===== src/rtl/crossbar_pkg.sv =====
// Shared types for the output scheduler: FSM state, VC head word, defaults.
// Index-width helper keeps rr_pick and the top in agreement.
package crossbar_pkg;

  typedef enum logic [1:0] {
    S_IDLE,
    S_XFER,
    S_GAP
  } sched_state_e;

  typedef struct packed {
    logic       eof;
    logic [7:0] data;
  } vc_word_t;

  localparam int unsigned C_DEFAULT_IFG = 12;

  function automatic int idx_w(input int n);
    return (n > 1) ? $clog2(n) : 1;
  endfunction

  function automatic logic [15:0] sat_inc16(
    input logic [15:0] v
  );
    return (v == 16'hFFFF) ? v : v + 16'd1;
  endfunction

endpackage


===== src/rtl/output_scheduler_if.sv =====
// VC-queue side and tx side of the output scheduler as one bundle.
// slave = scheduler, master = queues/tx environment.
interface output_scheduler_if #(
  parameter int P_WIDTH = 3
);

  logic [P_WIDTH-1:0]   vc_valid_i;
  logic [P_WIDTH*9-1:0] vc_data_i;
  logic [P_WIDTH-1:0]   vc_rd_o;
  logic [7:0]           tx_data_o;
  logic                 tx_ctrl_o;
  logic                 busy_o;
  logic [15:0]          pkt_cnt_o;

  modport master (
    output vc_valid_i,
    output vc_data_i,
    input  vc_rd_o,
    input  tx_data_o,
    input  tx_ctrl_o,
    input  busy_o,
    input  pkt_cnt_o
  );

  modport slave (
    input  vc_valid_i,
    input  vc_data_i,
    output vc_rd_o,
    output tx_data_o,
    output tx_ctrl_o,
    output busy_o,
    output pkt_cnt_o
  );

endinterface


===== src/rtl/output_scheduler_rr_pick.sv =====
// Round-robin search: first set request strictly after last_i,
// wrapping, with last_i itself checked last.
module rr_pick
  import crossbar_pkg::*;
#(
  parameter int P_WIDTH = 3,
  localparam int IW = idx_w(P_WIDTH)
) (
  input  logic [P_WIDTH-1:0] req_i,
  input  logic [IW-1:0]      last_i,
  output logic               found_o,
  output logic [IW-1:0]      idx_o
);

  // Walk downward so the nearest candidate overwrites farther ones.
  always_comb begin
    found_o = 1'b0;
    idx_o   = '0;
    for (int k = P_WIDTH; k >= 1; k--) begin
      if (req_i[(int'(last_i) + k) % P_WIDTH]) begin
        found_o = 1'b1;
        idx_o   = IW'((int'(last_i) + k) % P_WIDTH);
      end
    end
  end

endmodule


===== src/rtl/output_scheduler.sv =====
// Round-robin packet scheduler: P_WIDTH VC queues onto one tx port.
// Define OUTPUT_SCHEDULER_IFG_EN to insert P_IFG_CYCLES gap after eof.
module output_scheduler
  import crossbar_pkg::*;
#(
  parameter int P_WIDTH      = 3,
  parameter int P_IFG_CYCLES = C_DEFAULT_IFG
) (
  input logic clk_i,
  input logic rst_i,
  output_scheduler_if.slave sched_io
);

  localparam int IW = idx_w(P_WIDTH);

  sched_state_e state_q, state_d;
  logic [IW-1:0] grant_q, grant_d;
  logic [IW-1:0] last_q, last_d;
  logic [15:0]   pkt_cnt_q, pkt_cnt_d;

`ifdef OUTPUT_SCHEDULER_IFG_EN
  localparam logic [7:0] C_GAP_LOAD = 8'(P_IFG_CYCLES - 1);
  logic [7:0] gap_q, gap_d;
`endif

  vc_word_t [P_WIDTH-1:0] words;
  vc_word_t      g_word;
  logic          g_valid;
  logic          eof_fire;
  logic          pick_found;
  logic [IW-1:0] pick_idx;

  assign words    = sched_io.vc_data_i;
  assign g_word   = words[grant_q];
  assign g_valid  = sched_io.vc_valid_i[grant_q];
  assign eof_fire = (state_q == S_XFER) && g_valid
                    && g_word.eof;

  rr_pick #(
    .P_WIDTH(P_WIDTH)
  ) u_pick (
    .req_i  (sched_io.vc_valid_i),
    .last_i (last_q),
    .found_o(pick_found),
    .idx_o  (pick_idx)
  );

  always_comb begin
    state_d   = state_q;
    grant_d   = grant_q;
    last_d    = last_q;
    pkt_cnt_d = pkt_cnt_q;
`ifdef OUTPUT_SCHEDULER_IFG_EN
    gap_d     = gap_q;
`endif
    unique case (state_q)
      S_IDLE: begin
        if (pick_found) begin
          grant_d = pick_idx;
          state_d = S_XFER;
        end
      end
      S_XFER: begin
        if (eof_fire) begin
          last_d    = grant_q;
          pkt_cnt_d = sat_inc16(pkt_cnt_q);
`ifdef OUTPUT_SCHEDULER_IFG_EN
          state_d   = S_GAP;
          gap_d     = C_GAP_LOAD;
`else
          state_d   = S_IDLE;
`endif
        end
      end
      S_GAP: begin
`ifdef OUTPUT_SCHEDULER_IFG_EN
        if (gap_q == 8'd0) begin
          state_d = S_IDLE;
        end else begin
          gap_d = gap_q - 8'd1;
        end
`else
        state_d = S_IDLE;
`endif
      end
      default: state_d = S_IDLE;
    endcase
  end

  always_ff @(posedge clk_i or posedge rst_i) begin
    if (rst_i) begin
      state_q   <= S_IDLE;
      grant_q   <= '0;
      last_q    <= IW'(P_WIDTH - 1);
      pkt_cnt_q <= '0;
`ifdef OUTPUT_SCHEDULER_IFG_EN
      gap_q     <= '0;
`endif
    end else begin
      state_q   <= state_d;
      grant_q   <= grant_d;
      last_q    <= last_d;
      pkt_cnt_q <= pkt_cnt_d;
`ifdef OUTPUT_SCHEDULER_IFG_EN
      gap_q     <= gap_d;
`endif
    end
  end

  // tx path is combinational so an underrun drops ctrl the same cycle.
  always_comb begin
    sched_io.vc_rd_o   = '0;
    sched_io.tx_ctrl_o = 1'b0;
    sched_io.tx_data_o = 8'h00;
    if (state_q == S_XFER) begin
      sched_io.vc_rd_o[grant_q] = g_valid;
      sched_io.tx_ctrl_o        = g_valid;
      if (g_valid) begin
        sched_io.tx_data_o = g_word.data;
      end
    end
  end

  assign sched_io.busy_o    = (state_q != S_IDLE);
  assign sched_io.pkt_cnt_o = pkt_cnt_q;

endmodule


===== src/flat_wrapper.sv =====
// flat-port wrapper written by rule: the top's interface ports become plain ports
module output_scheduler_flat import crossbar_pkg::*;
#(
  parameter int P_WIDTH      = 3,
  parameter int P_IFG_CYCLES = C_DEFAULT_IFG
)
  (clk_i, rst_i, sched_io_vc_valid_i, sched_io_vc_data_i, sched_io_vc_rd_o, sched_io_tx_data_o, sched_io_tx_ctrl_o, sched_io_busy_o, sched_io_pkt_cnt_o);
  output_scheduler_if #(.P_WIDTH(P_WIDTH)) sched_io_i ();
  input logic clk_i;
  input logic rst_i;
  input wire logic [$bits(sched_io_i.vc_valid_i)-1:0] sched_io_vc_valid_i;
  input wire logic [$bits(sched_io_i.vc_data_i)-1:0] sched_io_vc_data_i;
  output wire logic [$bits(sched_io_i.vc_rd_o)-1:0] sched_io_vc_rd_o;
  output wire logic [$bits(sched_io_i.tx_data_o)-1:0] sched_io_tx_data_o;
  output wire logic [$bits(sched_io_i.tx_ctrl_o)-1:0] sched_io_tx_ctrl_o;
  output wire logic [$bits(sched_io_i.busy_o)-1:0] sched_io_busy_o;
  output wire logic [$bits(sched_io_i.pkt_cnt_o)-1:0] sched_io_pkt_cnt_o;
  assign sched_io_i.vc_valid_i = sched_io_vc_valid_i;
  assign sched_io_i.vc_data_i = sched_io_vc_data_i;
  assign sched_io_vc_rd_o = sched_io_i.vc_rd_o;
  assign sched_io_tx_data_o = sched_io_i.tx_data_o;
  assign sched_io_tx_ctrl_o = sched_io_i.tx_ctrl_o;
  assign sched_io_busy_o = sched_io_i.busy_o;
  assign sched_io_pkt_cnt_o = sched_io_i.pkt_cnt_o;
  output_scheduler #(.P_WIDTH(P_WIDTH), .P_IFG_CYCLES(P_IFG_CYCLES)) u_core (.clk_i(clk_i), .rst_i(rst_i), .sched_io(sched_io_i));
endmodule

===== config.mk =====
export PLATFORM = sky130hd
export DESIGN_NAME = output_scheduler_flat
export DESIGN_NICKNAME = d
export VERILOG_FILES = /design/src/rtl/crossbar_pkg.sv /design/src/rtl/output_scheduler_if.sv /design/src/rtl/output_scheduler_rr_pick.sv /design/src/rtl/output_scheduler.sv /design/src/flat_wrapper.sv
export SDC_FILE = /design/constraint.sdc
export NUM_CORES = 1
export LEC_CHECK = 0
export BUFFER_PORTS_ARGS = -buffer_cell sky130_fd_sc_hd__buf_2
export CAP_MARGIN = 20
export CORE_MARGIN = 2
export CORE_UTILIZATION = 52
export CTS_CLUSTER_SIZE = 14
export DETAILED_ROUTE_END_ITERATION = 8
export PLACE_DENSITY = 0.91
export SYNTH_ARGS = -nofsm -noshare
export SYNTH_HDL_FRONTEND = slang
export SYNTH_SLANG_ARGS = --single-unit

===== constraint.sdc =====
create_clock -name clk_i -period 2.8 [get_ports clk_i]
set_clock_uncertainty 0.05 [all_clocks]
set_input_delay 0.56 -clock clk_i [delete_from_list [all_inputs] [get_ports clk_i]]
set_output_delay 0.56 -clock clk_i [all_outputs]
set_load 0.005 [all_outputs]

After elaboration in Yosys (flattened, before gate mapping)
Cells that the tools add are included.
{"block": "word_totals", "regBits": 22, "output_inout_bits": 29}
{"block": "classes", "n_addsub": 4, "div_mod_pow": 3, "n_lt_le_gt_ge": 5, "eq_ne": 4, "mux": 28, "bitwise": 2, "reduce_logical": 9}
{"operator": "32-bit by 4-bit < comparator with 1-bit output, second input constant", "n": 3}
{"operator": "32-bit by 3-bit remainder unit with 32-bit output, second input constant", "n": 3}
{"operator": "9-bit binary-select mux with 2-bit select", "n": 1}
{"operator": "16-bit by 1-bit adder with 16-bit output, second input constant", "n": 1}
{"operator": "16-bit equality test, second input constant", "n": 1}
{"operator": "8-bit two-way mux", "n": 2}
{"operator": "1-bit two-way mux", "n": 12}
{"operator": "2-bit two-way mux", "n": 5}
{"operator": "9-bit two-way mux", "n": 1}
{"operator": "1-bit binary-select mux with 2-bit select", "n": 4}
{"operator": "2-bit by 2-bit adder with 3-bit output, second input constant", "n": 2}
{"operator": "2-bit AND reduction", "n": 3}
{"operator": "2-bit by 1-bit inequality test with 1-bit output, second input constant", "n": 2}
{"operator": "2-bit one-hot mux with 2 select lines", "n": 1}
{"operator": "2-bit by 1-bit adder with 3-bit output, second input constant", "n": 1}
{"operator": "3-bit bitwise AND", "n": 1}
{"operator": "1-bit logical AND", "n": 3}
{"operator": "2-bit by 3-bit < comparator with 1-bit output, second input constant", "n": 1}
{"operator": "3-bit two-way mux", "n": 1}
{"operator": "3-bit AND reduction", "n": 1}
{"operator": "1-bit demux with 2-bit select", "n": 1}
{"operator": "2-bit by 1-bit equality test with 1-bit output, second input constant", "n": 1}
{"operator": "2-bit by 1-bit greater-or-equal comparator with 1-bit output, second input constant", "n": 1}
{"operator": "2-bit logical NOT", "n": 1}
{"operator": "other kinds (2)", "n": 2}

Longest topological paths before layout
Gate-level depths: netlist of run 1.
{"block": "depth", "depth_word": 10, "ltp_mapped": 8}

By module
From an unflattened synthesis of run 1, not the netlist that was laid out.
{"block": "unflattened", "cells_unflattened": 168, "area_unflattened_um2": 1511.4}
{"module": "output_scheduler", "n_inst": 1, "cells_each": 132, "area_per_inst_um2": 1266.2}
{"module": "rr_pick", "n_inst": 1, "cells_each": 36, "area_per_inst_um2": 245.2}

Worst setup path after synthesis of run 1
No wires, ideal clock.
{"block": "synth_path", "path_kind": "input to output", "startpoint": "input port sched_io_vc_valid_i[1]", "endpoint": "output port sched_io_vc_rd_o[0]", "t_arrival_ns": 1.334, "path_slack_ns": 0.856, "path_stages": 5, "n_path_buf": 1, "path_cell_list": "mux2i_1 > o21ai_1 > nand2_1 > clkbuf_1 > nor3_1"}
{"block": "synth_between", "elab_chain_len": 4}
{"item": "start: declaration", "line": "flat_wrapper.sv:11", "rtl": "input wire logic [$bits(sched_io_i.vc_valid_i)-1:0] sched_io_vc_valid_i;"}
{"item": "1-bit binary-select mux with 2-bit select", "line": "output_scheduler.sv:35", "rtl": "assign g_valid = sched_io.vc_valid_i[grant_q];"}
{"item": "1-bit two-way mux (implied by the code)", "line": "output_scheduler.sv:35"}
{"item": "3-bit bitwise AND (no line)"}
{"item": "3-bit two-way mux", "line": "output_scheduler.sv:115", "rtl": "if (state_q == S_XFER) begin"}
{"item": "end: declaration", "line": "flat_wrapper.sv:13", "rtl": "output wire logic [$bits(sched_io_i.vc_rd_o)-1:0] sched_io_vc_rd_o;"}
No other way between the ends. The select of a mux whose other input is x is not followed.

Worst setup path after layout of run 1
{"block": "layout_path", "startpoint": "register u_core.grant_q[1]", "endpoint": "output port sched_io_vc_rd_o[1]"}
{"block": "layout_between", "elab_chain_len": 6, "elab_cells_between_ends": 9, "classes_between": "order compare (2); mux (5); bitwise (1); reduce/logical (1)"}
{"item": "start: declaration", "line": "output_scheduler.sv:17", "rtl": "logic [IW-1:0] grant_q, grant_d;"}
{"item": "start signal: assignment", "line": "output_scheduler.sv:101", "rtl": "grant_q <= grant_d;"}
{"item": "2-bit by 3-bit < comparator with 1-bit output (implied by the code) / 2-bit by 1-bit greater-or-equal comparator with 1-bit output (equally long branches)", "line": "output_scheduler.sv:116", "rtl": "sched_io.vc_rd_o[grant_q] = g_valid;"}
{"item": "1-bit logical AND (implied by the code)", "line": "output_scheduler.sv:116"}
{"item": "1-bit two-way mux (implied by the code)", "line": "output_scheduler.sv:116"}
{"item": "1-bit demux with 2-bit select"}
{"item": "3-bit bitwise AND (no line) *"}
{"item": "3-bit two-way mux *", "line": "output_scheduler.sv:115"}
Every way passes the cells marked *; elsewhere a longest branch is shown, timed or not. The select of a mux whose other input is x is not followed.

==> results.rst, run 1 <==
.. list-table::
   :header-rows: 1

   * - Metric
     - Value
   * - Fin util
     - between 60% and 70%
   * - Portion of the post-synthesis area used by sequential elements
     - 34.2%
   * - Clock buffer count from CTS
     - 3
   * - Post-cts gate resize count
     - 0
   * - Area growth syn-to-layout
     - 22.2%
   * - Number of top-level pins
     - slightly above 60
   * - First-pass GRT wire length
     - roughly 5400 um
   * - Fin Setup TNS
     - 0 ns
   * - Via count of the first global-routing pass
     - approximately 1300
   * - Cell taking the most area after synthesis
     - sky130_fd_sc_hd__dfrtp_1
   * - Final antenna diode count
     - 0
   * - Status
     - finished clean
   * - Post-DP HPWL
     - 2750 um
   * - Critical path type
     - register to output port
   * - Number of endpoints with negative hold slack in the final report
     - 0
   * - Post-synthesis instance total
     - ~160
   * - Maximum number of pins on one net before global-route repair
     - 22
   * - Post-synthesis register bit count
     - 21
   * - Leakage
     - approximately 1 nW
   * - Port Buffer Count
     - 60
   * - CTS tree
     - built
   * - RSZ-0062 raised after global routing
     - false
   * - Number of enable-type register cells in the synthesized netlist
     - 0
   * - Actual slew at the worst max-slew pin
     - between 0.7 and 0.8 ns
   * - Number of warnings printed during yosys synthesis
     - 0
   * - Max frequency
     - between 300 and 400 MHz
   * - Die Y
     - just under 60 um
   * - Minimum clock period
     - between 2 and 3 ns
   * - Die width
     - 58.4 um
   * - Cell area after synthesis
     - ~0.0015 sq mm
   * - Net count reported at finish
     - between 200 and 300
   * - Element type at the critical path start
     - register
   * - Final setup fails
     - 0
   * - Mean Syn Cell Area
     - about 9.5 sq um
   * - Bufs on Longest Clock Path
     - 2
   * - Detailed Routing Iterations Pass 1
     - 4
   * - Initial detailed-routing violation count
     - 90
   * - Clock root buffer
     - sky130_fd_sc_hd__clkbuf_4
   * - Worst path arrival time
     - around 2.0 ns
   * - Ys async rst share
     - 100%
   * - GRT Overall Usage
     - roughly 20%
   * - Hold-fix buffers, CTS
     - 0
   * - Average detailed-routed wire length per instance
     - between 10 and 15 um
   * - Effective utilization at floorplan
     - between 50% and 60%
   * - Total number of vias
     - ~1400
   * - Synth top cells by count
     - 20 x sky130_fd_sc_hd__dfrtp_1, 20 x sky130_fd_sc_hd__nor2_1
   * - Post-CTS setup-driven buffer insertion count
     - 0
   * - Antenna viol nets, final
     - 0
   * - P per Cell Area
     - roughly 730 mW/mm^2
   * - Total Routed Length
     - roughly 3500 um
   * - Drc violations
     - 0
   * - Area inside the core boundary
     - roughly 0.0028 sq mm
   * - Source-to-sink clock delay at the later pin of the worst-skew pair
     - approximately 0.29 ns
   * - Final Max Slew Viols
     - 0
   * - Number of distinct library cells after synthesis
     - 46
   * - Final hold slack
     - approximately 0.33 ns
   * - Die outline area
     - 0.00342 sq mm
   * - Total of max-cap violations
     - 0
   * - Site Rows
     - 19
   * - Endpoint required time on the critical path
     - about 2.2 ns
   * - Proportion of netlist area held by the largest area contributor
     - roughly 32%
   * - Net count of the mapped netlist
     - 200
   * - Primary flip-flop cell chosen by synthesis mapping
     - sky130_fd_sc_hd__dfrtp_1
   * - Worst-path maximum fanout
     - 16
   * - Layout cell share with drive strength beyond 1
     - a little under two fifths
   * - Total grt overflow
     - 0
   * - Via density per instance
     - 5.55
   * - Class of the tightest hold or removal check
     - input pin to asynchronous set/reset pin
   * - Max-slew headroom
     - between 40% and 50%
   * - Number of antenna violations at the first check in global routing
     - 0
   * - Worst voltage drop across the vdd grid
     - between 500 and 600 uV
   * - Tcrit/Tclk final
     - slightly above 90%
   * - Ranking of synthesized cells by area
     - sky130_fd_sc_hd__dfrtp_1 32%, sky130_fd_sc_hd__mux2i_1 7.1%, sky130_fd_sc_hd__xor2_1 6.3%
   * - Crit end category
     - output port
   * - Clk slew on worst S/H paths
     - between 0.1 and 0.15 ns
   * - Final weighted congestion of routability-driven global placement
     - around 0.87
   * - CTS HTree Levels
     - 1
   * - CTS sink cnt
     - 21
-- cell type report --
type	count	area, sq um
sequential	21	527
tap	31	38.8
timing repair buffer	62	315
fill	219	897
multi-input combinational	125	936
clock buffer	4	26.3
inverter	11	41.3
-- layout by cell type, fill, tap and decap left out, drive strengths merged, types with 2 or more instances in the layout --
cell,synthesis,layout
buf,3,62
nor2,21,21
dfrtp,20,20
inv,11,11
mux2i,11,11
xor2,11,11
a21oi,11,11
nor4,9,9
nand2,8,8
nor3,7,7
mux2,6,6
ha,5,5
nand4,5,5
nand3,5,5
clkbuf,3,4
nand2b,3,3
nor2b,2,2
xnor2,2,2
a21boi,2,2
o21ai,2,2
nor3b,2,2
-- final timing paths --
kind,cells past startpoint,slack (ns),startpoint,end
worst max-delay path,5,0.24,u_core.grant_q[1],sched_io_vc_rd_o[1]
worst min register to register,1,0.45,u_core.sched_io.pkt_cnt_o[11],u_core.sched_io.pkt_cnt_o[11]
min in group clk_i,1,0.45,u_core.sched_io.pkt_cnt_o[11],u_core.sched_io.pkt_cnt_o[11]
max in group asynchronous,2,1.89,rst_i,u_core.sched_io.pkt_cnt_o[8]
worst min-delay path,2,0.33,rst_i,u_core.sched_io.pkt_cnt_o[3]
worst max register to register,6,0.53,u_core.grant_q[0],u_core.sched_io.pkt_cnt_o[12]
-- state kept, by name, indices dropped and copies added (netlist names) --
name / cells
u_core.sched_io.pkt_cnt_o: 16
u_core.state_q: 1
u_core.last_q: 2
u_core.grant_q: 2
-- power breakdown --
part / switching, mW / internal [mW] / total, mW
clock network: 0.0838 / 0.0554 / 0.139
registers: 0.121 / 0.370 / 0.491
logic: 0.397 / 0.353 / 0.750
total: 0.602 / 0.779 / 1.38
-- logic make-up after synthesis --
kind of cell	share of synthesized area [%]
AO/OA/AOI/OAI	10.4
flip-flops	34.2
multiplexers	11.8
adder cells (fa/ha/maj)	4.06
buffers and inverters	5.11
XOR/XNOR	7.39
AND/OR/NAND/NOR	27.1
-- routing by layer --
layer	wire length, um	up-vias	GRT usage (%)
met1	1420	661	22.9
met4	0	0	4.98
met5	0	-	0
met2	1850	47	38.0
li1	-	702	-
met3	204	0	3.08
-- per-stage QoR --
step | setup WS (ns) | total power, mW | std cells | area (sq um)
CTS | 0.245 | 1.39 | 254 | 1880
global placement | 0.501 | 1.22 | 250 | 1860
finish | 0.241 | 1.38 | 254 | 1880
global route | 0.0614 | 1.49 | 254 | 1880
floorplan | 0.856 | 1.03 | 163 | 1540
detailed placement | 0.467 | 1.24 | 250 | 1860
-- worst max-delay path: stages, from the launching register on --
cell and delay, ns:
sky130_fd_sc_hd__dfrtp_1 0.64, sky130_fd_sc_hd__nand3b_1 0.13, sky130_fd_sc_hd__o21ai_1 0.21, sky130_fd_sc_hd__nand2_1 0.29, sky130_fd_sc_hd__nor3b_1 0.25, sky130_fd_sc_hd__buf_2 0.14
(Power assumes the default switching activity.)
==> inputs of run 2 (changes only) <==
--- a/config.mk
+++ b/config.mk
@@ -8,10 +8,10 @@
 export BUFFER_PORTS_ARGS = -buffer_cell sky130_fd_sc_hd__buf_2
 export CAP_MARGIN = 20
 export CORE_MARGIN = 2
-export CORE_UTILIZATION = 52
+export CORE_UTILIZATION = 48
 export CTS_CLUSTER_SIZE = 14
 export DETAILED_ROUTE_END_ITERATION = 8
-export PLACE_DENSITY = 0.91
+export PLACE_DENSITY = 0.85
 export SYNTH_ARGS = -nofsm -noshare
 export SYNTH_HDL_FRONTEND = slang
 export SYNTH_SLANG_ARGS = --single-unit
==> constraint.sdc (replaced) <==
create_clock -name clk_i -period 2.9 [get_ports clk_i]
set_clock_uncertainty 0.05 [all_clocks]
set_input_delay 0.58 -clock clk_i [delete_from_list [all_inputs] [get_ports clk_i]]
set_output_delay 0.58 -clock clk_i [all_outputs]
set_load 0.005 [all_outputs]
==> run 2 against run 1 <==
  * Worst setup slack better by 0.049 ns
  * Count of clock-buffer cells in the layout is 1 lower
  * Global-route usage is 1.7 points lower
  * Highest routed layer is now met4
  * Via count is 0.78% higher
  * First-iteration DRC count stayed put
  * Cell count is 5.1% higher
  * Total power is 3.6% lower
  * Largest power group unchanged
  * Core utilization is 5.5 points lower
==> results.rst, run 2 (synthesized netlist as in run 1, its figures left out) <==
.. list-table::
   :header-rows: 1

   * - Metric
     - Value
   * - Max-slew headroom
     - around 46%
   * - Hold-fix buffers, CTS
     - 0
   * - Class of the tightest hold or removal check
     - input pin to asynchronous set/reset pin
   * - Maximum number of pins on one net before global-route repair
     - 22
   * - Antenna viol nets, final
     - 0
   * - Largest register FFs
     - 16
   * - Tcrit/Tclk final
     - 90.0%
   * - CTS tree
     - built
   * - Final design area excluding fillers
     - around 0.0019 sq mm
   * - Total Routed Length
     - roughly 3400 um
   * - Worst voltage drop across the vdd grid
     - 505 uV
   * - CTS HTree Levels
     - 1
   * - Net count reported at finish
     - ~260
   * - Total grt overflow
     - 0
   * - Final antenna diode count
     - 0
   * - Fin Setup TNS
     - 0 ns
   * - RSZ-0062 raised after global routing
     - false
   * - Final cell count without fillers
     - around 270
   * - Area inside the core boundary
     - 0.00305 sq mm
   * - Site Rows
     - 20
   * - Layout cell share with drive strength beyond 1
     - approximately two fifths
   * - Area growth syn-to-layout
     - 23.4%
   * - Post-cts gate resize count
     - 0
   * - Crit end category
     - output port
   * - Most frequent cells in the layout
     - 60 x sky130_fd_sc_hd__buf_2, 20 x sky130_fd_sc_hd__nor2_1, 20 x sky130_fd_sc_hd__dfrtp_1
   * - Actual slew at the worst max-slew pin
     - just over 0.8 ns
   * - Clock root buffer
     - sky130_fd_sc_hd__clkbuf_4
   * - Count of buffer and inverter cells on the critical path
     - 1
   * - Endpoint required time on the critical path
     - between 2 and 2.5 ns
   * - Effective utilization at floorplan
     - just over 50%
   * - Detailed Routing Iterations Pass 1
     - 5
   * - Via density per instance
     - 5.32
   * - Critical path type
     - register to output port
   * - Worst reg2reg path endpoint
     - u_core.sched_io.pkt_cnt_o[12]
   * - Logic depth of the worst path, buffers included
     - 5
   * - Total of max-cap violations
     - 0
   * - Post-DP HPWL
     - roughly 2600 um
   * - Clock buffer count from CTS
     - 3
   * - Number of top-level pins
     - 61
   * - Number of antenna violations at the first check in global routing
     - 0
   * - Die Y
     - 60.7 um
   * - Worst-case reg-to-reg path depth
     - 6
   * - Endpoint of the most critical setup path
     - sched_io_vc_rd_o[1]
   * - Average detailed-routed wire length per instance
     - roughly 13 um
   * - Fin util
     - just over 60%
   * - Number of placed instances with taps included
     - 263
   * - Number of fill cells in the layout
     - around 280
   * - Status
     - finished clean
   * - Via count of the first global-routing pass
     - ~1200
   * - Cell-by-cell listing of the critical path
     - nand3b_1 > o21ai_1 > nand2_1 > nor3b_1 > buf_2
   * - Launch instance of the worst register-to-register path
     - u_core.grant_q[0]
   * - Post-detailed-placement cell area
     - between 0.0015 and 0.002 sq mm
   * - Launching element of the worst setup path
     - u_core.grant_q[1]
   * - Final setup fails
     - 0
   * - Final Max Slew Viols
     - 0
   * - Total number of vias
     - between 1000 and 1500
   * - Clk slew on worst S/H paths
     - 0.12 ns
   * - Worst path arrival time
     - around 2 ns
   * - CP max stage delay
     - 0.66 ns
   * - Internal reg-to-reg setup slack
     - ~0.69 ns
   * - Final weighted congestion of routability-driven global placement
     - between 0.8 and 0.9
   * - Minimum clock period
     - between 2 and 3 ns
   * - Crit-path leading delay family
     - flip-flops
   * - Initial detailed-routing violation count
     - 90
   * - Worst-path maximum fanout
     - 16
   * - GRT Overall Usage
     - 18.3%
   * - Library cell contributing the largest single delay on the critical path
     - sky130_fd_sc_hd__dfrtp_1
   * - Element type at the critical path start
     - register
   * - Number of endpoints with negative hold slack in the final report
     - 0
   * - First-pass GRT wire length
     - ~5100 um
   * - Drc violations
     - 0
   * - CTS sink cnt
     - 21
   * - P per Cell Area
     - 699 mW/mm^2
   * - Max frequency
     - 383 MHz
   * - Leakage
     - roughly 1.0 nW
   * - Die width
     - 60.7 um
   * - Post-CTS setup-driven buffer insertion count
     - 0
   * - Die outline area
     - approximately 0.0037 sq mm
   * - Port Buffer Count
     - 60
   * - Source-to-sink clock delay at the later pin of the worst-skew pair
     - 0.31 ns
   * - Commonest non-fill, non-tap cell in the layout
     - sky130_fd_sc_hd__buf_2
   * - Bufs on Longest Clock Path
     - 2
-- run 2: cell count changes in the layout (fill, tap and decap cells not counted) --
cell / before / now
sky130_fd_sc_hd__clkbuf_1: 1 / 0
sky130_fd_sc_hd__clkinv_2: 0 / 1
-- run 2: where the power goes --
part | internal [mW] | switching (mW)
registers | 0.357 | 0.117
clock network | 0.0516 | 0.0897
logic | 0.341 | 0.373
total | 0.750 | 0.580
-- run 2: final cells by class --
class	count	area, sq um	area share (%)
inverters	11	41.3	2.17
clock buffers	3	22.5	1.18
flip-flops and latches	21	527	27.7
repair buffers	62	315	16.6
clock inverters	1	5.00	0.263
well taps	44	55.1	2.89
multi-input cells	125	936	49.2
-- run 2: how the worst min path moves through the flow --
stage	startpoint	to	slack, ns	cells past startpoint
after floorplan	u_core.sched_io.pkt_cnt_o[11]	u_core.sched_io.pkt_cnt_o[11]	0.43	1
after detailed placement	u_core.sched_io.pkt_cnt_o[11]	u_core.sched_io.pkt_cnt_o[11]	0.44	1
after global routing	rst_i	u_core.state_q[0]	0.42	2
after global placement	u_core.sched_io.pkt_cnt_o[11]	u_core.sched_io.pkt_cnt_o[11]	0.42	1
after CTS	rst_i	u_core.grant_q[1]	0.36	2
final	rst_i	u_core.state_q[0]	0.34	2
-- run 2: metal layers --
metal  GRT usage (%)  wire, um  vias up  share of wire (%)
met4            5.28        39        0                1.2
met2            30.9      1590       61                 47
li1                -         -      698                  -
met1            24.3      1470      655                 44
met3            2.99       255        7                7.6
met5               0         0        -                  0
-- run 2: metrics by stage --
step	setup slack (ns)	total power, mW	hold slack, ns
5_1_grt	0.0977	1.44	0.415
3_3_place_gp	0.546	1.18	0.423
3_5_place_dp	0.531	1.20	0.435
2_1_floorplan	0.916	0.995	0.435
6_report	0.290	1.33	0.337
4_1_cts	0.263	1.34	0.365
==> inputs of run 3 (changes only) <==
--- a/config.mk
+++ b/config.mk
@@ -5,10 +5,11 @@
 export SDC_FILE = /design/constraint.sdc
 export NUM_CORES = 1
 export LEC_CHECK = 0
+export ABC_AREA = 1
 export BUFFER_PORTS_ARGS = -buffer_cell sky130_fd_sc_hd__buf_2
 export CAP_MARGIN = 20
 export CORE_MARGIN = 2
-export CORE_UTILIZATION = 48
+export CORE_UTILIZATION = 49
 export CTS_CLUSTER_SIZE = 14
 export DETAILED_ROUTE_END_ITERATION = 8
 export PLACE_DENSITY = 0.85
==> run 3 against run 2 <==
  * Sequential power fell by 7.0%
  * Design area rose by 5.2%
  * Clock power barely moved
  * Worst setup slack improved by 0.12 ns
  * Non-clock buffer count fell by 2
  * Count of clock-buffer cells in the layout rose by 1
  * Critical path type unchanged
  * Critical path depth rose by 1
  * Via count rose by 24%
==> results.rst, run 3 <==
.. list-table::
   :header-rows: 1

   * - Metric
     - Value
   * - Total of max-cap violations
     - 0
   * - Number of endpoints with negative hold slack in the final report
     - 0
   * - Status
     - finished clean
   * - Total grt overflow
     - 0
   * - Die width
     - ~62 um
   * - Worst-case reg-to-reg path depth
     - 8
   * - Actual slew at the worst max-slew pin
     - slightly below 0.8 ns
   * - Tcrit/Tclk final
     - between 80% and 90%
   * - Worst-path maximum fanout
     - 11
   * - Worst voltage drop across the vdd grid
     - roughly 330 uV
   * - Primary flip-flop cell chosen by synthesis mapping
     - sky130_fd_sc_hd__dfrtp_1
   * - Launch instance of the worst register-to-register path
     - u_core.grant_q[1]
   * - Net count reported at finish
     - roughly 340
   * - CTS HTree Levels
     - 1
   * - Clk slew on worst S/H paths
     - roughly 0.11 ns
   * - Most numerous cell in the Yosys netlist
     - sky130_fd_sc_hd__nand2_1
   * - Post-synthesis register bit count
     - 21
   * - Average detailed-routed wire length per instance
     - between 10 and 15 um
   * - Final setup fails
     - 0
   * - Ranking of synthesized cells by area
     - sky130_fd_sc_hd__dfrtp_1 30%, sky130_fd_sc_hd__nand2_1 22%, sky130_fd_sc_hd__nand3_1 11%
   * - Element type at the critical path start
     - register
   * - Library cell contributing the largest single delay on the critical path
     - sky130_fd_sc_hd__dfrtp_1
   * - Max frequency
     - around 400 MHz
   * - Site Rows
     - 21
   * - Leakage
     - ~1.1 nW
   * - Number of antenna violations at the first check in global routing
     - 0
   * - Post-cts gate resize count
     - 0
   * - Final weighted congestion of routability-driven global placement
     - 0.827
   * - Fin Setup TNS
     - 0 ns
   * - CP max stage delay
     - between 0.5 and 0.6 ns
   * - Effective utilization at floorplan
     - about half
   * - CTS sink cnt
     - 21
   * - Portion of the post-synthesis area used by sequential elements
     - about a third
   * - Source-to-sink clock delay at the later pin of the worst-skew pair
     - 0.31 ns
   * - Post-synthesis instance total
     - 246
   * - Commonest non-fill, non-tap cell in the layout
     - sky130_fd_sc_hd__nand2_1
   * - Area inside the core boundary
     - roughly 0.0033 sq mm
   * - Area growth syn-to-layout
     - 21.0%
   * - Number of distinct library cells after synthesis
     - 30
   * - Total number of vias
     - around 1800
   * - Fin util
     - between 60% and 70%
   * - Most frequent cells in the layout
     - 95 x sky130_fd_sc_hd__nand2_1, 60 x sky130_fd_sc_hd__buf_2, 35 x sky130_fd_sc_hd__nand3_1
   * - Worst setup slack after layout
     - 0.407 ns
   * - Net count of the mapped netlist
     - between 200 and 300
   * - Synth top cells by count
     - 95 x sky130_fd_sc_hd__nand2_1, 35 x sky130_fd_sc_hd__nand3_1, 20 x sky130_fd_sc_hd__dfrtp_1, 20 x sky130_fd_sc_hd__inv_1, 19 x sky130_fd_sc_hd__nor2_1
   * - P per Cell Area
     - around 640 mW/mm^2
   * - Bufs on Longest Clock Path
     - 2
   * - Minimum clock period
     - around 2.5 ns
   * - Internal reg-to-reg setup slack
     - 0.87 ns
   * - Number of placed instances with taps included
     - about 350
   * - Total Routed Length
     - approximately 4000 um
   * - Maximum number of pins on one net before global-route repair
     - 23
   * - Cell taking the most area after synthesis
     - sky130_fd_sc_hd__dfrtp_1
   * - Worst setup slack before clock tree synthesis
     - 0.762 ns
   * - Crit end category
     - output port
   * - Final Max Slew Viols
     - 0
   * - Worst path arrival time
     - approximately 1.9 ns
   * - Endpoint required time on the critical path
     - 2.27 ns
   * - Number of enable-type register cells in the synthesized netlist
     - 0
   * - First-pass GRT wire length
     - between 6000 and 7000 um
   * - Number of warnings printed during yosys synthesis
     - 0
   * - Design Power
     - about 1.3 mW
   * - Clock root buffer
     - sky130_fd_sc_hd__clkbuf_4
   * - Cell area after synthesis
     - 0.00165 sq mm
   * - Mean Syn Cell Area
     - around 6.7 sq um
   * - Port Buffer Count
     - 60
   * - Ys async rst share
     - 100%
   * - Detailed Routing Iterations Pass 1
     - 4
   * - Drc violations
     - 0
   * - GRT Overall Usage
     - 21.3%
   * - Largest register FFs
     - 16
   * - RSZ-0062 raised after global routing
     - false
   * - Proportion of netlist area held by the largest area contributor
     - 30.3%
   * - Die Y
     - around 62 um
   * - Die outline area
     - around 0.0039 sq mm
   * - Post-DP HPWL
     - 3090 um
   * - Final antenna diode count
     - 0
   * - Hold-fix buffers, CTS
     - 0
   * - Worst reg2reg path endpoint
     - u_core.sched_io.pkt_cnt_o[12]
   * - Initial detailed-routing violation count
     - between 80 and 90
   * - Cell-by-cell listing of the critical path
     - nor2_2 > nand2_1 > nand3_2 > nand2_4 > a31oi_1 > buf_2
   * - Via count of the first global-routing pass
     - 1449
   * - Via density per instance
     - about 5
   * - Number of top-level pins
     - 61
   * - Post-CTS setup-driven buffer insertion count
     - 0
   * - Layout cell share with drive strength beyond 1
     - about 25%
   * - Max-slew headroom
     - a little under half
   * - Clock buffer count from CTS
     - 3
   * - Final cell count without fillers
     - around 350
   * - Critical path type
     - register to output port
   * - CTS tree
     - built
   * - Class of the tightest hold or removal check
     - input pin to asynchronous set/reset pin
   * - Antenna viol nets, final
     - 0
==> run 3: changes by cell type after synthesis, moves of 5 or more <==
cell,change
sky130_fd_sc_hd__nand2_1,+87
sky130_fd_sc_hd__mux2i_1,-11
sky130_fd_sc_hd__a21oi_1,-5
sky130_fd_sc_hd__nor4_1,-7
sky130_fd_sc_hd__xnor2_1,+5
sky130_fd_sc_hd__a22oi_1,+6
sky130_fd_sc_hd__xor2_1,-7
sky130_fd_sc_hd__nor3_2,-6
sky130_fd_sc_hd__inv_1,+9
sky130_fd_sc_hd__nand3_1,+31
==> run 3: layer usage <==
metal	up-vias	share of wire (%)	GRT usage, %
met3	5	8.4	4.97
met4	0	0.95	5.47
met1	780	44	26.1
met5	-	0	0
met2	75	46	37.5
li1	909	-	-
==> run 3: cells by family after synthesis <==
group / after synthesis / share of synthesized area [%]
adder cells (fa/ha/maj): 5 / 3.79
AND/OR/NAND/NOR: 165 / 44.9
flip-flops: 21 / 31.9
XOR/XNOR: 11 / 5.83
buffers and inverters: 26 / 6.96
AO/OA/AOI/OAI: 18 / 6.66
==> run 3: per-stage QoR <==
step | cell area [sq um] | hold slack [ns]
after floorplan | 1650 | 0.455
after global placement | 1970 | 0.471
after detailed placement | 1970 | 0.476
after CTS | 2000 | 0.357
after global routing | 2000 | 0.403
final | 2000 | 0.342
==> run 3: critical path, delay by kind of cell, from the launching register on <==
kind / cells / cell delay (ns)
flip-flops: 1 / 0.56
AND/OR/NAND/NOR: 4 / 0.63
AO/OA/AOI/OAI: 1 / 0.20
buffers and inverters: 1 / 0.15
==> run 3: area by class of cell <==
| cell class | instances | area, sq um |
|---|---|---|
| multi-input combinational | 199 | 1010 |
| inverter | 21 | 78.8 |
| timing repair buffer | 60 | 300 |
| clock buffer | 4 | 26.3 |
| tap | 46 | 57.6 |
| fill | 299 | 1280 |
| sequential | 21 | 527 |
==> run 3: worst max-delay path by stage <==
stage	depth (start not counted)	startpoint	slack, ns	end
detailed placement	6	u_core.grant_q[1]	0.76	sched_io_tx_data_o[3]
global route	8	u_core.grant_q[1]	0.25	sched_io_tx_data_o[0]
floorplan	6	u_core.grant_q[1]	1.10	sched_io_tx_data_o[2]
finish	6	u_core.grant_q[1]	0.41	sched_io_tx_data_o[5]
CTS	6	u_core.grant_q[1]	0.40	sched_io_tx_data_o[3]
global placement	6	u_core.grant_q[1]	0.78	sched_io_tx_data_o[5]
==> run 3: power breakdown <==
group          internal, mW  leakage, nW  switching [mW]
Clock                0.0539       0.0150          0.0879
Combinational         0.262        0.837           0.429
Sequential            0.352        0.279          0.0891
